--- src/rtl/ahb_iopmp_resp.sv ---
// ahb_iopmp_resp: converts IOPMP-denied AHB transfers into a two-cycle ERROR
// response to the master and logs each violation in a small FIFO for software.
module ahb_iopmp_resp #(
  parameter int ADDR_WIDTH = 32,
  parameter int DATA_WIDTH = 32,
  parameter int LOG_DEPTH  = 4
) (
  input  logic                            hclk,
  input  logic                            hreset,
  input  logic [ADDR_WIDTH-1:0]           s_haddr,
  input  logic [1:0]                      s_htrans,
  input  logic                            s_hwrite,
  input  logic [2:0]                      s_hsize,
  input  logic                            deny,
  input  logic [1:0]                      m_hresp,
  input  logic                            m_hready,
  input  logic [DATA_WIDTH-1:0]           m_hrdata,
  output logic [1:0]                      s_hresp,
  output logic                            s_hready,
  output logic [DATA_WIDTH-1:0]           s_hrdata,
  input  logic                            log_pop,
  input  logic                            log_clr,
  output logic                            log_valid,
  output logic [ADDR_WIDTH-1:0]           log_addr,
  output logic                            log_write,
  output logic [2:0]                      log_size,
  output logic [$clog2(LOG_DEPTH):0]      log_count,
  output logic                            log_ovf,
  output logic                            irq
);

  localparam int PTR_W = $clog2(LOG_DEPTH);
  localparam int CNT_W = PTR_W + 1;
  localparam logic [1:0] HRESP_ERROR = 2'b01;

  typedef enum logic [1:0] {
    ST_PASS = 2'b00,
    ST_ERR1 = 2'b01,
    ST_ERR2 = 2'b10
  } state_t;

  state_t r_state;
  state_t w_state_nxt;

  // Violation log storage (head is at r_rptr)
  logic [ADDR_WIDTH-1:0] r_mem_addr  [LOG_DEPTH];
  logic                  r_mem_write [LOG_DEPTH];
  logic [2:0]            r_mem_size  [LOG_DEPTH];
  logic [PTR_W-1:0]      r_wptr;
  logic [PTR_W-1:0]      r_rptr;
  logic [CNT_W-1:0]      r_count;
  logic                  r_ovf;
  logic [ADDR_WIDTH-1:0] r_log_addr;
  logic                  r_log_write;
  logic [2:0]            r_log_size;

  logic                  w_active;
  logic                  w_viol;
  logic                  w_pop;
  logic                  w_full;
  logic                  w_push;
  logic                  w_ovf_set;
  logic [CNT_W-1:0]      w_count_nxt;
  logic [PTR_W-1:0]      w_rptr_nxt;
  logic [PTR_W-1:0]      w_wptr_nxt;
  logic [ADDR_WIDTH-1:0] w_head_addr;
  logic                  w_head_write;
  logic [2:0]            w_head_size;

  // Response mux: pass downstream through in PASS, drive the two ERROR beats otherwise
  always_comb begin
    s_hresp  = m_hresp;
    s_hready = m_hready;
    s_hrdata = m_hrdata;
    case (r_state)
      ST_PASS: begin
        s_hresp  = m_hresp;
        s_hready = m_hready;
        s_hrdata = m_hrdata;
      end
      ST_ERR1: begin
        s_hresp  = HRESP_ERROR;
        s_hready = 1'b0;
        s_hrdata = '0;
      end
      ST_ERR2: begin
        s_hresp  = HRESP_ERROR;
        s_hready = 1'b1;
        s_hrdata = '0;
      end
      default: begin
        s_hresp  = m_hresp;
        s_hready = m_hready;
        s_hrdata = m_hrdata;
      end
    endcase
  end

  // A violation is a denied address phase that the master sees accepted;
  // in ERR1 hready is low so address-phase inputs are naturally ignored.
  assign w_active = (s_htrans == 2'b10) | (s_htrans == 2'b11);
  assign w_viol   = s_hready & w_active & deny;

  // Next-state decision for the error response sequencer
  always_comb begin
    w_state_nxt = ST_PASS;
    case (r_state)
      ST_PASS: begin
        if (w_viol) w_state_nxt = ST_ERR1;
        else        w_state_nxt = ST_PASS;
      end
      ST_ERR1: w_state_nxt = ST_ERR2;
      ST_ERR2: begin
        if (w_viol) w_state_nxt = ST_ERR1;
        else        w_state_nxt = ST_PASS;
      end
      default: w_state_nxt = ST_PASS;
    endcase
  end

  // State register
  always_ff @(posedge hclk) begin
    if (hreset) r_state <= ST_PASS;
    else        r_state <= w_state_nxt;
  end

  // A full log still accepts a push when the head is popped in the same cycle
  assign w_pop     = log_pop & (r_count != {CNT_W{1'b0}});
  assign w_full    = (r_count == CNT_W'(LOG_DEPTH));
  assign w_push    = w_viol & (~w_full | w_pop);
  assign w_ovf_set = w_viol & w_full & ~w_pop;

  // Next occupancy and pointers; a flush wins over any push/pop
  always_comb begin
    w_count_nxt = r_count;
    w_rptr_nxt  = r_rptr;
    w_wptr_nxt  = r_wptr;
    if (log_clr) begin
      w_count_nxt = {CNT_W{1'b0}};
      w_rptr_nxt  = {PTR_W{1'b0}};
      w_wptr_nxt  = {PTR_W{1'b0}};
    end else begin
      if (w_push & ~w_pop)      w_count_nxt = r_count + CNT_W'(1);
      else if (w_pop & ~w_push) w_count_nxt = r_count - CNT_W'(1);
      else                      w_count_nxt = r_count;
      if (w_pop)  w_rptr_nxt = r_rptr + PTR_W'(1);
      else        w_rptr_nxt = r_rptr;
      if (w_push) w_wptr_nxt = r_wptr + PTR_W'(1);
      else        w_wptr_nxt = r_wptr;
    end
  end

  // Next head entry; forwards the incoming push when it becomes the only entry
  always_comb begin
    w_head_addr  = r_log_addr;
    w_head_write = r_log_write;
    w_head_size  = r_log_size;
    if (w_count_nxt != {CNT_W{1'b0}}) begin
      if ((r_count == {CNT_W{1'b0}}) | (w_pop & (r_count == CNT_W'(1)))) begin
        w_head_addr  = s_haddr;
        w_head_write = s_hwrite;
        w_head_size  = s_hsize;
      end else begin
        w_head_addr  = r_mem_addr[w_rptr_nxt];
        w_head_write = r_mem_write[w_rptr_nxt];
        w_head_size  = r_mem_size[w_rptr_nxt];
      end
    end else begin
      w_head_addr  = r_log_addr;
      w_head_write = r_log_write;
      w_head_size  = r_log_size;
    end
  end

  // Log FIFO storage, pointers, overflow flag and registered head view
  always_ff @(posedge hclk) begin
    if (hreset) begin
      for (int i = 0; i < LOG_DEPTH; i++) begin
        r_mem_addr[i]  <= '0;
        r_mem_write[i] <= 1'b0;
        r_mem_size[i]  <= 3'd0;
      end
      r_wptr      <= {PTR_W{1'b0}};
      r_rptr      <= {PTR_W{1'b0}};
      r_count     <= {CNT_W{1'b0}};
      r_ovf       <= 1'b0;
      r_log_addr  <= '0;
      r_log_write <= 1'b0;
      r_log_size  <= 3'd0;
    end else begin
      if (w_push & ~log_clr) begin
        r_mem_addr[r_wptr]  <= s_haddr;
        r_mem_write[r_wptr] <= s_hwrite;
        r_mem_size[r_wptr]  <= s_hsize;
      end
      r_wptr      <= w_wptr_nxt;
      r_rptr      <= w_rptr_nxt;
      r_count     <= w_count_nxt;
      if (log_clr)        r_ovf <= 1'b0;
      else if (w_ovf_set) r_ovf <= 1'b1;
      else                r_ovf <= r_ovf;
      r_log_addr  <= w_head_addr;
      r_log_write <= w_head_write;
      r_log_size  <= w_head_size;
    end
  end

  assign log_valid = (r_count != {CNT_W{1'b0}});
  assign log_addr  = r_log_addr;
  assign log_write = r_log_write;
  assign log_size  = r_log_size;
  assign log_count = r_count;
  assign log_ovf   = r_ovf;
  assign irq       = (r_count != {CNT_W{1'b0}}) | r_ovf;

endmodule
--- config.mk ---
export PLATFORM = sky130hd
export DESIGN_NAME = ahb_iopmp_resp
export DESIGN_NICKNAME = d
export VERILOG_FILES = /design/src/rtl/ahb_iopmp_resp.sv
export SDC_FILE = /design/constraint.sdc
export NUM_CORES = 1
export LEC_CHECK = 0
export ABC_CLOCK_PERIOD_IN_PS = 2780
export CAP_MARGIN = 20
export CORE_MARGIN = 2
export CORE_UTILIZATION = 49
export CTS_CLUSTER_SIZE = 24
export DETAILED_ROUTE_END_ITERATION = 10
export PLACE_DENSITY_LB_ADDON = 0.1
export REMOVE_ABC_BUFFERS = 1
export SETUP_SLACK_MARGIN = 0.2
export SYNTH_ARGS = -nofsm -noshare
export SYNTH_HDL_FRONTEND = slang
export SYNTH_SLANG_ARGS = --single-unit
--- constraint.sdc ---
create_clock -name hclk -period 2.78 [get_ports hclk]
set_clock_uncertainty 0.15 [all_clocks]
set_input_delay 0.556 -clock hclk [delete_from_list [all_inputs] [get_ports hclk]]
set_output_delay 0.556 -clock hclk [all_outputs]
set_load 0.02 [all_outputs]
==> results of run 1 <==
==> kinds of logic after synthesis <==
kind of cell    after synthesis  synth area share [%]
compound gates               94                  9.21
xor+xnor                      3                 0.283
fa+ha+maj                     9                  1.20
buf+inv                      76                  4.50
flops                       190                  56.5
mux                          37                  4.03
simple gates                403                  24.2
==> final cells by class <==
class,instances,area [um2],share of cell area [%]
clock buffer,17,425,3.39
clock inverter,15,168,1.34
inverter,12,50.0,0.399
multi-input combinational,546,3810,30.4
sequential,190,5250,41.8
tap,234,293,2.33
timing repair buffer,239,2550,20.3
==> worst register-to-register path, delay by kind of cell (launching register included) <==
| family | cells | cell delay (ns) |
|---|---|---|
| compound gates | 2 | 0.21 |
| mux | 2 | 0.37 |
| flops | 1 | 0.34 |
| fa+ha+maj | 1 | 0.29 |
| buf+inv | 6 | 0.65 |
| simple gates | 2 | 0.45 |
==> cells in the mapped netlist (all sizes together) (8+ instances only) <==
master / count
and2: 148
edfxtp: 144
nand2: 112
nor2: 50
dfxtp: 46
clkbuf: 40
mux2i: 37
a311o: 36
a311oi: 36
nor4b: 36
nor2b: 33
buf: 24
inv: 12
ha: 8
==> per-layer routing <==
layer | share of wire [%] | wire length (um) | global-route usage (%)
met4 | 0.95 | 242 | 7.32
met1 | 41 | 10500 | 32.4
met5 | 0 | 0 | 0
met2 | 51 | 13000 | 42.6
met3 | 6.6 | 1680 | 4.52
==> state kept, by name, summed over array words and instances (netlist names), 3 cells and up <==
register	flops
r_mem_write	4
r_mem_size	12
log_addr	32
log_size	3
r_mem_addr	128
log_count	3
==> cells in the final DEF, fill, tap and decap left out, drive strengths merged, types with 3 or more instances in the layout <==
cell,netlist,layout
nand2,112,112
dfxtp,46,46
nor2b,33,33
mux2i,37,37
a311oi,36,36
and2b,4,4
or2,6,6
a31oi,5,5
edfxtp,144,144
ha,8,8
buf,24,83
inv,12,14
nor2,50,50
a311o,36,36
o21ai,3,3
clkdlybuf4s50,0,115
and2,148,148
clkinv,0,7
nor4b,36,36
clkinvlp,0,4
o2111ai,3,3
nor3,5,5
dlygate4sd2,0,35
clkbuf,40,23
==> through the flow <==
stage	setup WS, ns	setup TNS, ns	utilization (%)	power (uW)
final	0.209	0	67.3	6550
after detailed placement	-0.153	-5.98	62.0	4120
after CTS	0.162	0	65.6	6530
after global placement	-0.120	-2.88	62.0	4100
after floorplan	-3.54	-354.97	-	3640
after global routing	0.106	0	67.3	6740
==> power breakdown <==
part | internal (uW) | total, uW | switching, uW
combinational | 445 | 913 | 467
sequential | 3150 | 3190 | 39.8
clock | 1340 | 2440 | 1100
==> what timing repair did <==
action | CTS | global route
endpoints found under the setup margin | 74 | 261
resized for setup | 54 | 37
cloned | 1 | 6
hold buffers | 0 | 0
pin swaps | 4 | 16
setup buffers | 5 | 4
==> how the worst min path moves through the flow <==
stage | from | end | slack (ns) | cells after the start
after global routing | log_addr[29] | log_addr[29] | 0.33 | 2
after global placement | log_addr[15] | log_addr[15] | 0.29 | 2
after floorplan | r_rptr[1] | r_rptr[1] | 0.36 | 2
final | log_size[1] | log_size[1] | 0.30 | 2
after detailed placement | log_addr[17] | log_addr[17] | 0.30 | 2
after CTS | log_addr[12] | log_addr[12] | 0.31 | 2
==> results.md, run 1 <==
* Status: finished, final reports clean
* Placed Cells at 1,205
* Initial antenna violation count at 0
* Via count at 7,199
* Post-DP Area at approximately 0.012 mm2
* Max-Cap Viols at 0
* Die width at around 140 um
* Worst setup endpoint: log_addr[0]
* Placeable core area at 0.0186 mm2
* I/O pin cnt at between 150 and 200
* CTS Buffer Depth at 2
* Starting Density at 49.8%
* Fin area at 0.0125 mm2
* R2r startpoint: r_state[0]
* RSZ-0062 raised after global routing: true
* Top-area cell type share of the netlist area at between 40% and 50%
* Reg2Reg Depth at 13
* Relative slew slack at 66.3%
* Synth area leaders: edfxtp_1 47%, and2_1 10%, dfxtp_1 9.9%
* Layout cell share with drive strength beyond 1 at between 15 and 20%
* Post-synthesis instance total at 812
* Hold Violations, Final at 0
* Site Rows at 50
* Critical Path, Cell by Cell: inv_2 -> ha_4 -> mux2i_4 -> buf_6 -> inv_4 -> buf_6 -> o2111ai_2 -> nand4_1 -> nor3_2 -> a21oi_4 -> buf_6 -> clkbuf_16 -> mux2i_1
* Hold Slack at between 0.3 and 0.4 ns
* Post-synth EDFFs at between 100 and 150
* Num CTS Buffers at 17
* Worst-Margin Slew at 0.505 ns
* CP Capture Type: flip-flop
* Die Y at between 100 and 150 um
* Clock slew at reported path FFs at ~0.07 ns
* DRC at 0
* CP startpoint: r_state[0]
* Internal reg-to-reg setup slack at 0.21 ns
* Sequential share of the synthesized area at 56.5%
* Syn Std Cell Area at 0.00928 mm2
* Avg Inst Size Synth at 11.4 um2
* Fin nets at 1,092
* HP Class: reg -> reg
* PD cells at 522 mW/mm2
* CTS root buf: clkbuf_16
* WP depth at 13
* Top Family by Delay on Critical Path: buffers and inverters
* Area grow syn2layout at 35.3%
* GPL Wtd Cong at 0.771
* Final period util at roughly 92%
* Filler Cell Count at 1,411
* CP max FO at 7
* Asr flop ratio synth at 0%
* Warnings, synthesis at 0
* First-pass GRT wire length at 38,700 um
* GRT Overall Usage at 24.9%
* Setup-failing EPs final at 0
* Critical path's slowest cell: dfxtp_2
* Nature of the critical path startpoint: flip-flop
* Antenna Violating Nets Remaining at 0
* LEAKAGE at 0.00460 uW
* Vias/cell at between 5 and 6
* Clock Sinks at 190
* Antenna diodes at 0
* Top_reg_cell synth: edfxtp_1
* H-tree lvl count at 4
* Vias in the first global route at 7,202
* Drt first-iter violations at 568
* First-pass DRT Iterations at 7
* Peak VDD IR at 0.413 mV
* Global route total overflow at 0
* Worst EP required at 2.95 ns
* Clk_lat worst skew at 0.43 ns
* PortBufs at 153
* Critical Path AT at 2.74 ns
* WL/cell at 20.3 um
* R2R Path End: log_addr[0]
* WS Path Type: reg -> reg
* Tmin final at 2.57 ns
* Largest net degree at the start of global routing at 57
* Buf+Inv Stages, Crit Path at 6
* Detailed placer's ending HPWL at 15,100 um
* Max stage delay on crit path at about 0.34 ns
* Die area at 0.0200 mm2
* Post-route non-filler standard cell count at 1,253
* Cell mode on critical path: buf_6
* Synth area leader: edfxtp_1
* Fmax at roughly 0.39 GHz
* Final Max Slew Viols at 0
* CTS tree: yes
* Yosys cell types at 48
* Routed WL at approximately 25,000 um
* Seq cells post-synth at 190
Note: power is estimated with default switching activity, not from simulation.
==> run 2, diff against run 1 <==
Settings changed: CTS_CLUSTER_SIZE 24 to 14.
==> results of run 2 <==
Final layout, timing and power as in run 1 (identical DEF).
